## src/rtl/msfsm_transition_scheduler.sv

```systemverilog
// Round-robin transition scheduler for a Mealy MSFSM ensemble: grants one
// enabled+requested transition at a time, holds it until ack, aborts on timeout.
module msfsm_transition_scheduler #(
   parameter int unsigned N_TRANS    = 9,
   parameter int unsigned TIMEOUT    = 16,
   parameter int unsigned SETTLE_CYC = 1
) (
   input  logic               clk,
   input  logic               reset,
   input  logic [N_TRANS-1:0] req,
   input  logic [N_TRANS-1:0] en,
   input  logic               ack,
   input  logic               clr_err,
   output logic [N_TRANS-1:0] fire,
   output logic               busy,
   output logic               err,
   output logic [15:0]        fire_cnt
);

   localparam int unsigned PTR_W  = $clog2(N_TRANS);
   localparam int unsigned TCNT_W = $clog2(TIMEOUT);
   localparam int unsigned SCNT_W = 4;
   localparam int unsigned CNT_W  = 16;

   typedef enum logic [1:0] {S_IDLE, S_WAIT, S_SETTLE} state_t;

   state_t             state, state_nx;
   logic [PTR_W-1:0]   ptr, ptr_nx, ptr_adv, gidx, gidx_nx, sel_idx;
   logic [TCNT_W-1:0]  tcnt, tcnt_nx;
   logic [SCNT_W-1:0]  scnt, scnt_nx;
   logic [N_TRANS-1:0] cand, fire_nx;
   logic [CNT_W-1:0]   fire_cnt_nx;
   logic               err_nx, busy_nx, sel_vld, timeout_hit;
   int unsigned        scan_idx;

   assign cand        = req & en;
   assign timeout_hit = (tcnt == TCNT_W'(TIMEOUT - 1));
   assign ptr_adv     = (gidx == PTR_W'(N_TRANS - 1)) ? '0 : gidx + 1'b1;

   // First candidate at or above ptr, wrapping at N_TRANS-1.
   always_comb begin
      sel_vld  = 1'b0;
      sel_idx  = '0;
      scan_idx = 0;
      for (int unsigned k = 0; k < N_TRANS; k++) begin
         scan_idx = 32'(ptr) + k;
         if (scan_idx >= N_TRANS) scan_idx = scan_idx - N_TRANS;
         if (!sel_vld && cand[PTR_W'(scan_idx)]) begin
            sel_vld = 1'b1;
            sel_idx = PTR_W'(scan_idx);
         end
      end
   end

   always_ff @(posedge clk or negedge reset) begin
      if (!reset) state <= S_IDLE;
      else        state <= state_nx;
   end

   always_comb begin
      state_nx = state;
      case (state)
         S_IDLE:   if (sel_vld) state_nx = S_WAIT;
         S_WAIT:   if (ack || timeout_hit) state_nx = S_SETTLE;
         S_SETTLE: if (scnt <= SCNT_W'(1)) state_nx = S_IDLE;
         default:  state_nx = S_IDLE;
      endcase
   end

   // Datapath next values; ack has priority over timeout, timeout over clr_err.
   always_comb begin
      fire_nx     = fire;
      gidx_nx     = gidx;
      ptr_nx      = ptr;
      tcnt_nx     = tcnt;
      scnt_nx     = scnt;
      fire_cnt_nx = fire_cnt;
      err_nx      = err;
      if (clr_err) err_nx = 1'b0;
      case (state)
         S_IDLE: begin
            if (sel_vld) begin
               fire_nx = N_TRANS'(1) << sel_idx;
               gidx_nx = sel_idx;
               tcnt_nx = '0;
            end
         end
         S_WAIT: begin
            if (ack) begin
               fire_nx     = '0;
               fire_cnt_nx = fire_cnt + 16'd1;
               ptr_nx      = ptr_adv;
               scnt_nx     = SCNT_W'(SETTLE_CYC);
            end else if (timeout_hit) begin
               fire_nx = '0;
               err_nx  = 1'b1;
               ptr_nx  = ptr_adv;
               scnt_nx = SCNT_W'(SETTLE_CYC);
            end else begin
               tcnt_nx = tcnt + 1'b1;
            end
         end
         S_SETTLE: begin
            fire_nx = '0;
            scnt_nx = scnt - 1'b1;
         end
         default: fire_nx = '0;
      endcase
      busy_nx = (state_nx != S_IDLE);
   end

   always_ff @(posedge clk or negedge reset) begin
      if (!reset) begin
         fire     <= '0;
         busy     <= 1'b0;
         err      <= 1'b0;
         fire_cnt <= '0;
         ptr      <= '0;
         gidx     <= '0;
         tcnt     <= '0;
         scnt     <= '0;
      end else begin
         fire     <= fire_nx;
         busy     <= busy_nx;
         err      <= err_nx;
         fire_cnt <= fire_cnt_nx;
         ptr      <= ptr_nx;
         gidx     <= gidx_nx;
         tcnt     <= tcnt_nx;
         scnt     <= scnt_nx;
      end
   end

endmodule

```

## config.mk

```make
export PLATFORM = sky130hd
export DESIGN_NAME = msfsm_transition_scheduler
export DESIGN_NICKNAME = d
export VERILOG_FILES = /design/src/rtl/msfsm_transition_scheduler.sv
export SDC_FILE = /design/constraint.sdc
export NUM_CORES = 1
export LEC_CHECK = 0
export ABC_AREA = 1
export CAP_MARGIN = 20
export CORE_AREA = 2 2 103 85
export DETAILED_ROUTE_END_ITERATION = 12
export DIE_AREA = 0 0 105 87
export GPL_ROUTABILITY_DRIVEN = 1
export PLACE_DENSITY_LB_ADDON = 0.2
export SLEW_MARGIN = 20
export SYNTH_ARGS = -nofsm -noshare
export SYNTH_HDL_FRONTEND = slang
export SYNTH_SLANG_ARGS = --single-unit
```

## constraint.sdc

```tcl
create_clock -name clk -period 3.8 [get_ports clk]
set_input_delay 1.14 -clock clk [delete_from_list [all_inputs] [get_ports clk]]
set_output_delay 1.14 -clock clk [all_outputs]
set_load 0.05 [all_outputs]
```

==> results.py, run 1 <==
metrics = {
    "yosys": {
        "synth.distinct_cells": 41,
        "synth_enable_flop_cells": 0,
        "ys_seq_elements": 45,
        "post_synth_inst_count": 709,
        "ys_flop_type": "dfrtp_1",
        "sequential_element_share_of_the_synthesized_area_pct": 24.08,
        "synthesis.nets": 759,
        "async_sr_flop_fraction_pct": 100.0,
        "syn_avg_cell_area_um2": 6.595,
        "mappedNetlistArea_um2": 4676,
        "yosysWarningCount": 0,
    },
    "drt": {
        "dr_total_vias": 5121,
        "detail_route.iter0.violations": 695,
        "dr_pass1_iterations": 6,
        "dr.max_layer_used": "met4",
        "route.detailed.wl_per_inst_um": 16.05,
        "vias_per_cell": 5.735,
        "drc_errors": 0,
        "wl_met1_um": 6323,
        "drt_wl_total_um": 14330,
        "routed-wl-met3_um": 1552,
        "met2WireLength_um": 6299,
        "detail-route-antenna-nets": 0,
    },
    "hold_path": {
        "worst_hold_startpoint": "fire_cnt[15]",
        "min-delay-path-class": "register to register",
    },
    "layout": {
        "postLayoutCoreUtil_pct": 68.23,
        "design.final.nets": 830,
        "antennaDiodeCount": 0,
        "area_delta_synth_final_pct": 19.40,
        "layout-drive-gt1-share_pct": 13.57,
    },
    "placed_design": {
        "post-dp-hpwl_um": 11270,
        "place_worst_setup_slack_ns": 0.09354,
        "final_wtd_congestion": 1.081,
        "port-buffer-count": 48,
    },
    "floorplan": {
        "die_area_um2": 9135,
        "fp.dieW_um": 105,
        "core.rowCount": 30,
        "coreArea_um2": 8183,
        "design.portCount": 49,
        "start_util_pct": 57.14,
        "fp.dieH_um": 87,
    },
    "timing": {
        "post-route-period-util_pct": 95.23,
        "max_clock_freq_mhz": 276.3,
        "timing_max_transition_violations_final": 0,
        "tightestPinTransition_ns": 0.6975,
        "finalSetupViolCount": 0,
        "hold_viol_final": 0,
        "worst_slack_setup_final_ns": 0.1814,
        "clock-skew-final_ns": 0.01130,
        "timing.max_slew.rel_slack_pct": 53.01,
        "post_layout_minimum_cycle_time_ns": 3.619,
        "fin_hold_ws_ns": 0.4819,
    },
    "critical_path": {
        "critical_path_class": "register to register",
        "worst-path-max-fanout": 8,
        "cp_data_arrival_time_ns": 3.87,
        "timing.critical_path.required_ns": 4.05,
        "worst_setup_path_start_kind": "register",
        "critical_path.reg2reg.startpoint": "ptr[0]",
        "timing.critical_path.to_type": "register",
        "setup.worst_path.start": "ptr[0]",
    },
    "cts": {
        "clockBufferDepth": 2,
        "cts_made_buffers": 5,
        "clock_sink_count": 45,
        "worst_skew_pair.late_latency_ns": 0.31,
        "clockRootBuffer": "clkbuf_8",
        "cts_max_level": 2,
        "tritoncts": "done",
        "clock_transition_at_the_registers_of_the_reported_paths_ns": 0.09,
    },
    "status": {
        "run_status": "complete, no violations",
    },
    "global_routing": {
        "gr-total-overflow": 0,
        "grt_start_max_net_pins": 46,
        "grt_first_pass_wirelength_um": 22580,
        "track_usage_pct": 31.21,
        "antenna_violations_before_repair": 0,
        "grt_pass1_vias": 4618,
    },
    "job": {
        "drv_cap": 0,
    },
}
## cells in the mapped netlist (3+ instances only)
master / instances / area [µm²]
nand2_2: 22 / 137.6
o211ai_1: 8 / 60.06
ha_1: 28 / 350.3
nand3b_1: 3 / 22.52
inv_1: 77 / 289.0
nand2_4: 9 / 101.4
xor2_1: 14 / 122.6
inv_2: 8 / 30.03
nand3_1: 110 / 550.5
a21oi_1: 15 / 75.07
nor3_1: 8 / 40.04
nand3_2: 7 / 70.07
nor2_1: 53 / 198.9
o21ai_2: 4 / 35.03
nand4_1: 30 / 187.7
nor2_2: 3 / 18.77
o21ai_0: 32 / 160.2
o21ai_1: 14 / 70.07
o22ai_1: 3 / 18.77
nand2_1: 180 / 675.7
dfrtp_1: 45 / 1126
xnor2_1: 10 / 87.58
buf_4: 3 / 22.52
## area by class of cell
class / count / area (µm²)
fill: 758 / 2600
tap: 112 / 140.1
clock inverter: 3 / 46.29
inverter: 87 / 336.6
sequential: 45 / 1126
clock buffer: 5 / 68.82
multi-input combinational: 570 / 3211
timing repair buffer: 71 / 654.4
## worst max-delay path, stage by stage, from the launching register on
cell        delay (ns)
dfrtp_1           0.41
clkinvlp_4        0.21
ha_2              0.46
buf_4             0.21
clkinvlp_4        0.24
o21ai_4           0.29
inv_1             0.11
o211ai_1          0.11
nand3_1           0.10
nand3_1           0.09
nand2_1           0.08
buf_4             0.16
nand4_1           0.08
nand2_1           0.07
nor2_1            0.13
nand3_1           0.10
nor2_1            0.15
nand3_1           0.09
nor2_1            0.21
nand4_1           0.15
nand2_1           0.09
## state kept, by name, indices dropped and copies added (netlist names)
register,count
gidx,4
fire_cnt,16
ptr,4
tcnt,4
scnt,4
state,2
busy,1
err,1
fire,9
## final timing paths
check	endpoint	slack, ns	cells past startpoint
max in group asynchronous	busy	2.59	1
setup reg to reg	fire[2]	0.18	20
hold / removal	fire_cnt[15]	0.48	1
hold reg to reg	fire_cnt[15]	0.48	1
setup / recovery	fire[2]	0.18	20
min in group asynchronous	fire_cnt[4]	0.82	1
## per-stage QoR
step           instances  setup TNS [ns]  area, µm²
2_1_floorplan        709               0       4676
4_1_cts              890               0       5502
5_1_grt              893        -0.05607       5583
3_5_place_dp         882               0       5386
3_3_place_gp         882               0       5386
6_report             893               0       5583
## cell usage in the layout, fill, tap and decap left out, types with 15 or more instances in the layout
| cell | netlist | final |
|---|---|---|
| nand2_1 | 180 | 177 |
| ha_1 | 28 | 27 |
| nor2_1 | 53 | 53 |
| o21ai_0 | 32 | 28 |
| buf_4 | 3 | 23 |
| dfrtp_1 | 45 | 45 |
| nand4_1 | 30 | 30 |
| clkdlybuf4s50_1 | 0 | 47 |
| nand2_2 | 22 | 24 |
| a21oi_1 | 15 | 15 |
| o21ai_1 | 14 | 15 |
| inv_1 | 77 | 74 |
| nand3_1 | 110 | 109 |
## layer usage
layer | GRT usage [%] | vias up
li1 | - | 2498
met1 | 42.86 | 2360
met2 | 49.76 | 243
met3 | 8.227 | 20
met4 | 6.909 | 0
met5 | 0 | -
## kinds of logic (layout without fill, tap and decap cells)
family | count (synthesis) | in the layout | share of synthesized area (%)
XOR/XNOR | 27 | 27 | 5.780
flip-flops | 45 | 45 | 24.08
adder cells (fa/ha/maj) | 28 | 28 | 7.493
AND/OR/NAND/NOR | 432 | 432 | 44.21
buffers and inverters | 94 | 166 | 8.215
AO/OA/AOI/OAI | 83 | 83 | 10.22
## timing repair
action	4_1_cts	5_1_grt
buffers inserted	0	3
resized for setup	0	19
setup endpoints to repair	0	18
hold buffers	0	0
Power of run 1 is not shown: default switching activity piles up to over one toggle a cycle in this logic, so the estimate is an artifact.
==> run 2: changes to the inputs <==
Settings changed: RECOVER_POWER set to 50.
==> results.py, run 2 (synthesis results as in run 1) <==
metrics = {
    "critical_path": {
        "timing.reg2reg.setup_slack_ns": 0.19,
        "cp_data_arrival_time_ns": 3.80,
        "r2r_end": "gidx[1]",
        "timing.reg2reg.worst_path_depth": 21,
        "critical_path.reg2reg.startpoint": "ptr[0]",
        "timing.critical_path.to_type": "register",
        "worst-path-max-fanout": 9,
        "timing.critical_path.required_ns": 3.99,
        "critical_path_class": "register to register",
        "worst_setup_path_start_kind": "register",
        "setup.worst_path.start": "ptr[0]",
    },
    "cts": {
        "cts_made_buffers": 5,
        "worst_skew_pair.late_latency_ns": 0.31,
        "clock_sink_count": 45,
        "tritoncts": "done",
        "clock_transition_at_the_registers_of_the_reported_paths_ns": 0.09,
        "hold_buffers": 0,
        "clockBufferDepth": 2,
        "cts_max_level": 2,
        "clockRootBuffer": "clkbuf_8",
    },
    "floorplan": {
        "fp.dieW_um": 105,
        "die_area_um2": 9135,
        "design.portCount": 49,
        "core.rowCount": 30,
        "start_util_pct": 57.14,
        "fp.dieH_um": 87,
        "coreArea_um2": 8183,
    },
    "placed_design": {
        "port-buffer-count": 48,
        "final_wtd_congestion": 1.081,
        "placed_cell_area_um2": 5386,
        "post-dp-hpwl_um": 11270,
    },
    "layout": {
        "fin_area_um2": 5575,
        "number_of_flip_flops_in_the_largest_register": 16,
        "design.final.nets": 830,
        "layout_common_cells": "nand2_1, nand3_1, inv_1",
        "antennaDiodeCount": 0,
        "top_regs": "fire_cnt: 16 flops, fire: 9 flops",
        "layout-drive-gt1-share_pct": 13.32,
        "max_flop_register": "fire_cnt",
        "most_common_library_cell_in_the_layout_ignoring_fill_and_taps": "nand2_1",
        "area_delta_synth_final_pct": 19.24,
    },
    "global_routing": {
        "track_usage_pct": 31.21,
        "antenna_violations_before_repair": 0,
        "grt_start_max_net_pins": 46,
        "gr-total-overflow": 0,
        "grt_first_pass_wirelength_um": 22580,
        "grt_pass1_vias": 4618,
    },
    "timing": {
        "timing_max_transition_violations_final": 46,
        "fin_hold_ws_ns": 0.4792,
        "hold_viol_final": 0,
        "finalSetupViolCount": 0,
        "post-route-period-util_pct": 95.03,
        "tightestPinTransition_ns": 2.344,
        "timing.max_slew.rel_slack_pct": -56.25,
        "max_clock_freq_mhz": 276.9,
        "post_layout_minimum_cycle_time_ns": 3.611,
        "clock-skew-final_ns": 0.01098,
    },
    "hold_path": {
        "hold-path-cell-count": 1,
        "worst_hold_startpoint": "fire_cnt[15]",
        "min-delay-path-class": "register to register",
        "worstHoldEndpoint": "fire_cnt[15]",
    },
    "status": {
        "run_status": "finished, violations left",
        "violated_checks": "max-capacitance violations, max-slew violations",
    },
    "job": {
        "drv_cap": 1,
    },
    "drt": {
        "dr_pass1_iterations": 6,
        "route.detailed.wl_per_inst_um": 16.08,
        "detail-route-antenna-nets": 0,
        "vias_per_cell": 5.788,
        "drt_wl_total_um": 14360,
        "detail_route.iter0.violations": 693,
        "drc_errors": 0,
        "dr_total_vias": 5169,
    },
}
[run 2: cell count changes in the layout (fill, tap and decap cells not counted), sizes merged]
| cell | change |
|---|---|
| clkbuf | +2 |
| dlygate4sd3 | +1 |
| buf | -2 |
| clkdlybuf4s50 | -1 |
[run 2: worst max-delay path, cell delays in order, from the launching register on]
cell and delay (ns):
dfrtp_1 0.41, clkinvlp_4 0.21, ha_2 0.40, nand2_1 0.12, clkinv_1 0.10, or2_2 0.37, inv_1 0.20, nand2_1 0.07
o21ai_1 0.21, nand3_1 0.13, nand3b_1 0.12, nand2_2 0.11, inv_2 0.10, nand4_2 0.12, nor2_4 0.19, nand2_1 0.09
nor2_2 0.12, inv_2 0.05, nand2_4 0.09, inv_2 0.10, nand2_1 0.10, o21ai_1 0.08
[run 2: metal layers]
layer,up-vias,part of all wire [%],GRT usage (%)
met5,-,0,0
met4,0,1.3,6.909
met3,25,11,8.227
met2,264,44,49.76
met1,2376,44,42.86
li1,2504,-,-
[run 2: cell type report]
cell class | count | area [µm²]
well taps | 112 | 140.1
multi-input cells | 570 | 3211
repair buffers | 71 | 646.9
flip-flops and latches | 45 | 1126
fillers | 762 | 2608
inverters | 87 | 336.6
clock inverters | 3 | 46.29
clock buffers | 5 | 68.82
[run 2: worst max path at each step]
| stage | to | slack, ns | cells after the start |
|---|---|---|---|
| final | gidx[1] | 0.19 | 21 |
| after detailed placement | busy | 0.09 | 18 |
| after global routing | fire[6] | -0.02 | 22 |
| after CTS | fire[2] | 0.16 | 19 |
| after floorplan | fire[4] | 0.50 | 22 |
| after global placement | busy | 0.17 | 18 |
[run 2: through the flow]
step	setup slack [ns]	instances	TNS, ns	util (%)
2_1_floorplan	0.4973	709	0	-
3_3_place_gp	0.1686	882	0	65.83
3_5_place_dp	0.09354	882	0	65.83
4_1_cts	0.1593	890	0	67.23
5_1_grt	-0.01990	893	-0.05607	68.13
6_report	0.1888	893	0	68.13
[run 2: what timing repair did]
item,4_1_cts,5_1_grt
resized for setup,0,19
buffers inserted,0,3
endpoints found under the setup margin,0,18
Power of run 2 is left out for the same reason.
